`config.mk`:
```
export PLATFORM = sky130hd
export DESIGN_NAME = control_sequencer
export DESIGN_NICKNAME = d
export VERILOG_FILES = /design/src/rtl/control_sequencer.sv
export SDC_FILE = /design/constraint.sdc
export NUM_CORES = 2
export LEC_CHECK = 0
export CORE_UTILIZATION = 42
export DETAILED_ROUTE_END_ITERATION = 6
export MAX_ROUTING_LAYER = met4
export PLACE_DENSITY = 0.54
export SLEW_MARGIN = 20
export SYNTH_ARGS = -nofsm -noshare
export SYNTH_HDL_FRONTEND = slang
export SYNTH_MEMORY_MAX_BITS = 65536
export SYNTH_SLANG_ARGS = --single-unit
```
`constraint.sdc`:
```
create_clock -name clk -period 6.2 [get_ports clk]
set_input_delay 0.62 -clock clk [delete_from_list [all_inputs] [get_ports clk]]
set_output_delay 0.62 -clock clk [all_outputs]
set_load 0.005 [all_outputs]
```
`src/rtl/control_sequencer.sv`:
```
// control_sequencer
//   Instruction sequencer for the 8-bit CPU. Owns the FETCH/DECODE/EXECUTE/
//   WRITEBACK/OUTPUT/HALT state register, the instruction register and a
//   run-time-loadable decode table. Adds memory wait-states, a HALT state,
//   illegal-opcode trapping with a saturating counter and an optional OUTPUT stage.
//
// Ports
//   clk         in   clock, rising edge
//   rst         in   asynchronous active-high reset
//   start       in   leave HALT
//   mem_ready   in   instr is valid this cycle (sampled in FETCH only)
//   instr       in   instruction from memory
//   tbl_we      in   decode-table write enable (honoured in HALT only)
//   tbl_addr    in   decode-table write address
//   tbl_wdata   in   entry {halt, wb, execute word}
//   ctrl        out  control word for the current cycle
//   state       out  FETCH=0 DECODE=1 EXECUTE=2 WRITEBACK=3 OUTPUT=4 HALT=5
//   ir          out  instruction register
//   illegal     out  high in DECODE when the ir entry is illegal
//   retired     out  high in the last cycle of a legal instruction
//   halted      out  state == HALT
//   illegal_cnt out  saturating count of illegal instructions
module control_sequencer #(
  parameter int unsigned       INSTR_W       = 8,
  parameter int unsigned       CTRL_W        = 16,
  parameter bit                OUT_EN        = 1'b1,
  parameter bit                ILLEGAL_HALT  = 1'b0,
  parameter logic [CTRL_W-1:0] FETCH_WORD    = 16'h0400,
  parameter logic [CTRL_W-1:0] DECODE_WORD   = 16'h0000,
  parameter logic [CTRL_W-1:0] DECODE_I_WORD = 16'h0200,
  parameter logic [CTRL_W-1:0] WB_WORD       = 16'h3880,
  parameter logic [CTRL_W-1:0] OUT_WORD      = 16'h0080
) (
  input  logic               clk,
  input  logic               rst,
  input  logic               start,
  input  logic               mem_ready,
  input  logic [INSTR_W-1:0] instr,
  input  logic               tbl_we,
  input  logic [INSTR_W-1:0] tbl_addr,
  input  logic [CTRL_W+1:0]  tbl_wdata,
  output logic [CTRL_W-1:0]  ctrl,
  output logic [2:0]         state,
  output logic [INSTR_W-1:0] ir,
  output logic               illegal,
  output logic               retired,
  output logic               halted,
  output logic [7:0]         illegal_cnt
);

  typedef enum logic [2:0] {
    StFetch     = 3'd0,
    StDecode    = 3'd1,
    StExecute   = 3'd2,
    StWriteback = 3'd3,
    StOutput    = 3'd4,
    StHalt      = 3'd5
  } state_e;

  state_e             r_state;
  state_e             w_state_d;
  logic [INSTR_W-1:0] r_ir;
  logic [7:0]         r_cnt;
  logic               w_ir_load;
  logic               w_cnt_inc;

  // Decode table: not reset, so contents survive rst.
  logic [CTRL_W+1:0]  r_tbl [2**INSTR_W];
  logic [CTRL_W+1:0]  w_entry;
  logic               w_entry_halt;
  logic               w_entry_wb;
  logic               w_entry_bad;

  always_ff @(posedge clk) begin
    if (tbl_we && (r_state == StHalt)) begin
      r_tbl[tbl_addr] <= tbl_wdata;
    end
  end

  assign w_entry      = r_tbl[r_ir];
  assign w_entry_halt = w_entry[CTRL_W+1];
  assign w_entry_wb   = w_entry[CTRL_W];
  // All-zero entries are illegal except at address 0, which is the NOP.
  assign w_entry_bad  = (w_entry == '0) && (r_ir != '0);

  always_comb begin
    w_state_d = r_state;
    w_ir_load = 1'b0;
    w_cnt_inc = 1'b0;
    ctrl      = '0;
    illegal   = 1'b0;
    retired   = 1'b0;
    halted    = 1'b0;
    case (r_state)
      StFetch: begin
        ctrl = FETCH_WORD;
        if (mem_ready) begin
          w_ir_load = 1'b1;
          w_state_d = StDecode;
        end
      end
      StDecode: begin
        if (w_entry_bad) begin
          illegal   = 1'b1;
          w_cnt_inc = 1'b1;
          w_state_d = ILLEGAL_HALT ? StHalt : StFetch;
        end else begin
          ctrl      = (r_ir[INSTR_W-1 -: 2] == 2'b00) ? DECODE_I_WORD : DECODE_WORD;
          w_state_d = StExecute;
        end
      end
      StExecute: begin
        ctrl = w_entry[CTRL_W-1:0];
        if (w_entry_halt) begin
          retired   = 1'b1;
          w_state_d = StHalt;
        end else if (w_entry_wb) begin
          w_state_d = StWriteback;
        end else begin
          retired   = 1'b1;
          w_state_d = StFetch;
        end
      end
      StWriteback: begin
        ctrl = WB_WORD;
        if (OUT_EN) begin
          w_state_d = StOutput;
        end else begin
          retired   = 1'b1;
          w_state_d = StFetch;
        end
      end
      StOutput: begin
        ctrl      = OUT_WORD;
        retired   = 1'b1;
        w_state_d = StFetch;
      end
      StHalt: begin
        halted = 1'b1;
        if (start) begin
          w_state_d = StFetch;
        end
      end
      // Unreachable encodings fall back to HALT.
      default: w_state_d = StHalt;
    endcase
  end

  always_ff @(posedge clk or posedge rst) begin
    if (rst) begin
      r_state <= StHalt;
      r_ir    <= '0;
      r_cnt   <= '0;
    end else begin
      r_state <= w_state_d;
      if (w_ir_load) begin
        r_ir <= instr;
      end
      if (w_cnt_inc && (r_cnt != 8'hFF)) begin
        r_cnt <= r_cnt + 8'd1;
      end
    end
  end

  assign state       = r_state;
  assign ir          = r_ir;
  assign illegal_cnt = r_cnt;

endmodule

```
==> reports/metrics.yaml <==
cts:
  worstSkewPairLatency_ns: 1.03
  cts_made_buffers: 468
  clock-root-buffer: "clkbuf_16"
  htree_num_levels: 5
  cts_tree: "yes"
  clkSlewWorstSetupHoldPaths_ns: 0.06
  cts_sinks: 4627
  cts_buffer_depth: 4
layout:
  finalNetCount: 9444
  syn2layout_area_growth_pct: 18.2
  drive_gt1_frac: 0.316
setup_path:
  endpoint_kind: "output port"
  critPathLaunchType: "flip-flop"
  required_ns: 5.58
  worstSetupPathType: "flip-flop to output port"
  path_max_fanout: 13
  cp.arrival_ns: 5.59
die:
  die_area_um2: 429000
  coreArea_um2: 424000
  die_w_um: 655
  ioPinCount: 77
  start_util: 0.422
  rows: 239
  fp.dieH_um: 655
global_routing:
  grt_usage: 0.288
  grt_max_degree: 184
  grt_pass1_wl_mm: 815
  grt_overflow: 0
  first_global_vias: 92748
  antenna_found_initial: 56
detailed_routing:
  vias: 96543
  drt_iter0_drc: 15269
  drc: 35
  drt_wl_total_mm: 610
  vias_per_cell: 6.22
  wl_per_cell_um: 39.3
  first_pass_iters: 7
  ant_nets: 0
timing:
  fmax_ghz: 0.161
  finalMaxSlewViolations: 0
  rsz0062_at_grt: "yes"
  hold_viol: 0
  tightest_slew_ns: 1.36
  fin_crit_ns: 6.21
  setup_viol: 2
  worst_clock_skew_ns: 0.0642
  hold_slack_ns: 0.0262
  fin_ws_ns: -0.00836
  slew_headroom: 0.0917
  period_share: 1.00
synth:
  synth_fp_nets: 8459
  syn-cell-area_um2: 179000
  yosys_warnings: 0
  syn_inst: 8419
  ys_async_sr_fraction: 0.00411
  ys_top_cells_by_area: "edfxtp_1 77%, mux4_2 12%, mux2i_1 3.5%"
  ys_seq_area_frac: 0.776
  yosys.area.top_type_share: 0.773
  ys_ff_latch: 4627
  synth.distinct_cells: 85
  synth_edf_count: 4608
  ys.flop_type: "edfxtp_1"
  avgSynthCellArea_um2: 21.3
  synth_area_leader_cell: "edfxtp_1"
flow_run:
  drv_cap: 0
place:
  io_buffer_count: 76
  dp_hpwl_mm: 375
  gp_congestion: 0.941
pwr:
  total_power_uw: 99000
  ir_drop_mv: 0.360
  p_per_area_nw_per_um2: 468
  leakagePower_uw: 0.0679
outcome:
  violations: "DRC, setup timing"
  outcome: "finished, violations left"
worst_hold_path:
  min_path_type: "input port to flip-flop"
==> routing by layer <==
layer  vias to the layer above  track usage  routed length [um]
met3                      1086       0.0546               62200
met5                         -            -                   0
met4                         0        0.116               29700
met1                     52182        0.396              241000
met2                      5874        0.428              277000
li1                      37401            -                   -
==> metrics by stage <==
stage | worst slack (ns) | TNS (ns) | utilization | cells | area [um^2]
after floorplan | 2.23 | 0 | - | 8419 | 179000
after global placement | -0.423 | -0.865 | 0.454 | 14470 | 193000
after detailed placement | -0.390 | -0.756 | 0.455 | 14473 | 193000
after CTS | -0.0229 | -0.0364 | 0.497 | 15432 | 211000
after global routing | -0.0548 | -0.0969 | 0.499 | 15501 | 212000
final | -0.00836 | -0.0117 | 0.499 | 15512 | 212000
==> cell type report <==
type	instances	area (um^2)
Sequential cell	4627	139000
Clock inverter	330	3620
Tap cell	5663	7090
Clock buffer	550	12100
Fill cell	34076	212000
Inverter	11	63.8
Antenna cell	35	87.6
Multi-Input combinational cell	3285	39400
Timing Repair Buffer	1011	10400
==> cell usage after synthesis (all sizes together), types with 15 or more instances <==
cell and n:
edfxtp 4608, mux4 918, mux2i 630, nor2 373
buf 332, a22oi 291, nand2 197, clkbuf 165
a21oi 135, o21ai 110, nand3 78, a221oi 61
mux2 52, nor2b 39, a31oi 38, a211oi 35
nor3 33, o22ai 27, and3 22, a22o 21
nand2b 18, dfrtp 17, nand4 17, a32oi 15
==> final timing paths <==
| path | from | endpoint | slack (ns) | depth (start not counted) |
|---|---|---|---|---|
| hold / removal | tbl_wdata[15] | r_tbl[75][15] | 0.03 | 1 |
| max in group asynchronous | rst | ir[5] | 5.21 | 4 |
| min in group asynchronous | rst | illegal_cnt[5] | 0.57 | 4 |
| hold reg to reg | illegal_cnt[4] | illegal_cnt[4] | 0.48 | 1 |
| setup reg to reg | ir[0] | illegal_cnt[7] | 1.16 | 17 |
| setup / recovery | ir[0] | ctrl[9] | -0.008 | 15 |
==> flip-flops by register name (all words and copies together) (netlist names) <==
signal       flops
ir               8
state            3
illegal_cnt      8
r_tbl         4608
==> critical path: stages, from the launching register on <==
cell	delay [ns]
dfrtp_4	0.54
buf_12	0.23
buf_16	0.19
buf_16	0.16
buf_4	0.13
mux4_2	0.49
a22oi_1	0.46
nand3_1	0.33
o211ai_1	0.36
nand2_1	0.26
a31oi_1	0.30
and2_1	0.22
nand4_4	0.23
buf_6	0.20
a32o_1	0.24
buf_2	0.13
==> kinds of logic (layout without fill, tap and decap cells) <==
family / after synthesis / after routing / synth area share
XOR/XNOR: 6 / 6 / 0.000294
multiplexers: 1600 / 1600 / 0.154
AO/OA/AOI/OAI: 850 / 850 / 0.0335
flip-flops: 4627 / 4627 / 0.776
AND/OR/NAND/NOR: 827 / 828 / 0.0207
buffers and inverters: 508 / 1902 / 0.0158
other: 0 / 35 / 0
adder cells (fa/ha/maj): 1 / 1 / 0.0000699
==> placed cells by master, fill, tap and decap left out, types with 91 or more instances in the layout <==
cell       netlist  layout
clkinv_2         0      97
mux4_2         918     918
buf_12           0      98
edfxtp_1      4608    4608
buf_4           91     742
clkbuf_16        0     471
nor2_2           1     243
nor2_1         372      91
a22oi_1        291     278
mux2i_1        630     604
a21oi_1        135     130
clkinv_1         2     126
nand2_1        197     179
==> report_power, final <==
part	switching, uW	internal [uW]
Combinational	21600	13700
Sequential	270	34500
Clock	12400	16500
Total	34300	64700
==> timing repair <==
item / in CTS / in global routing
endpoints found under the setup margin: 17 / 5
gates resized for setup: 236 / 87
hold endpoints to repair: 63 / 9
setup buffers: 60 / 37
pin swaps: 33 / 23
hold buffers: 3 / 2
gates cloned: 18 / 3
No activity file was read; power rests on OpenSTA's default activity.
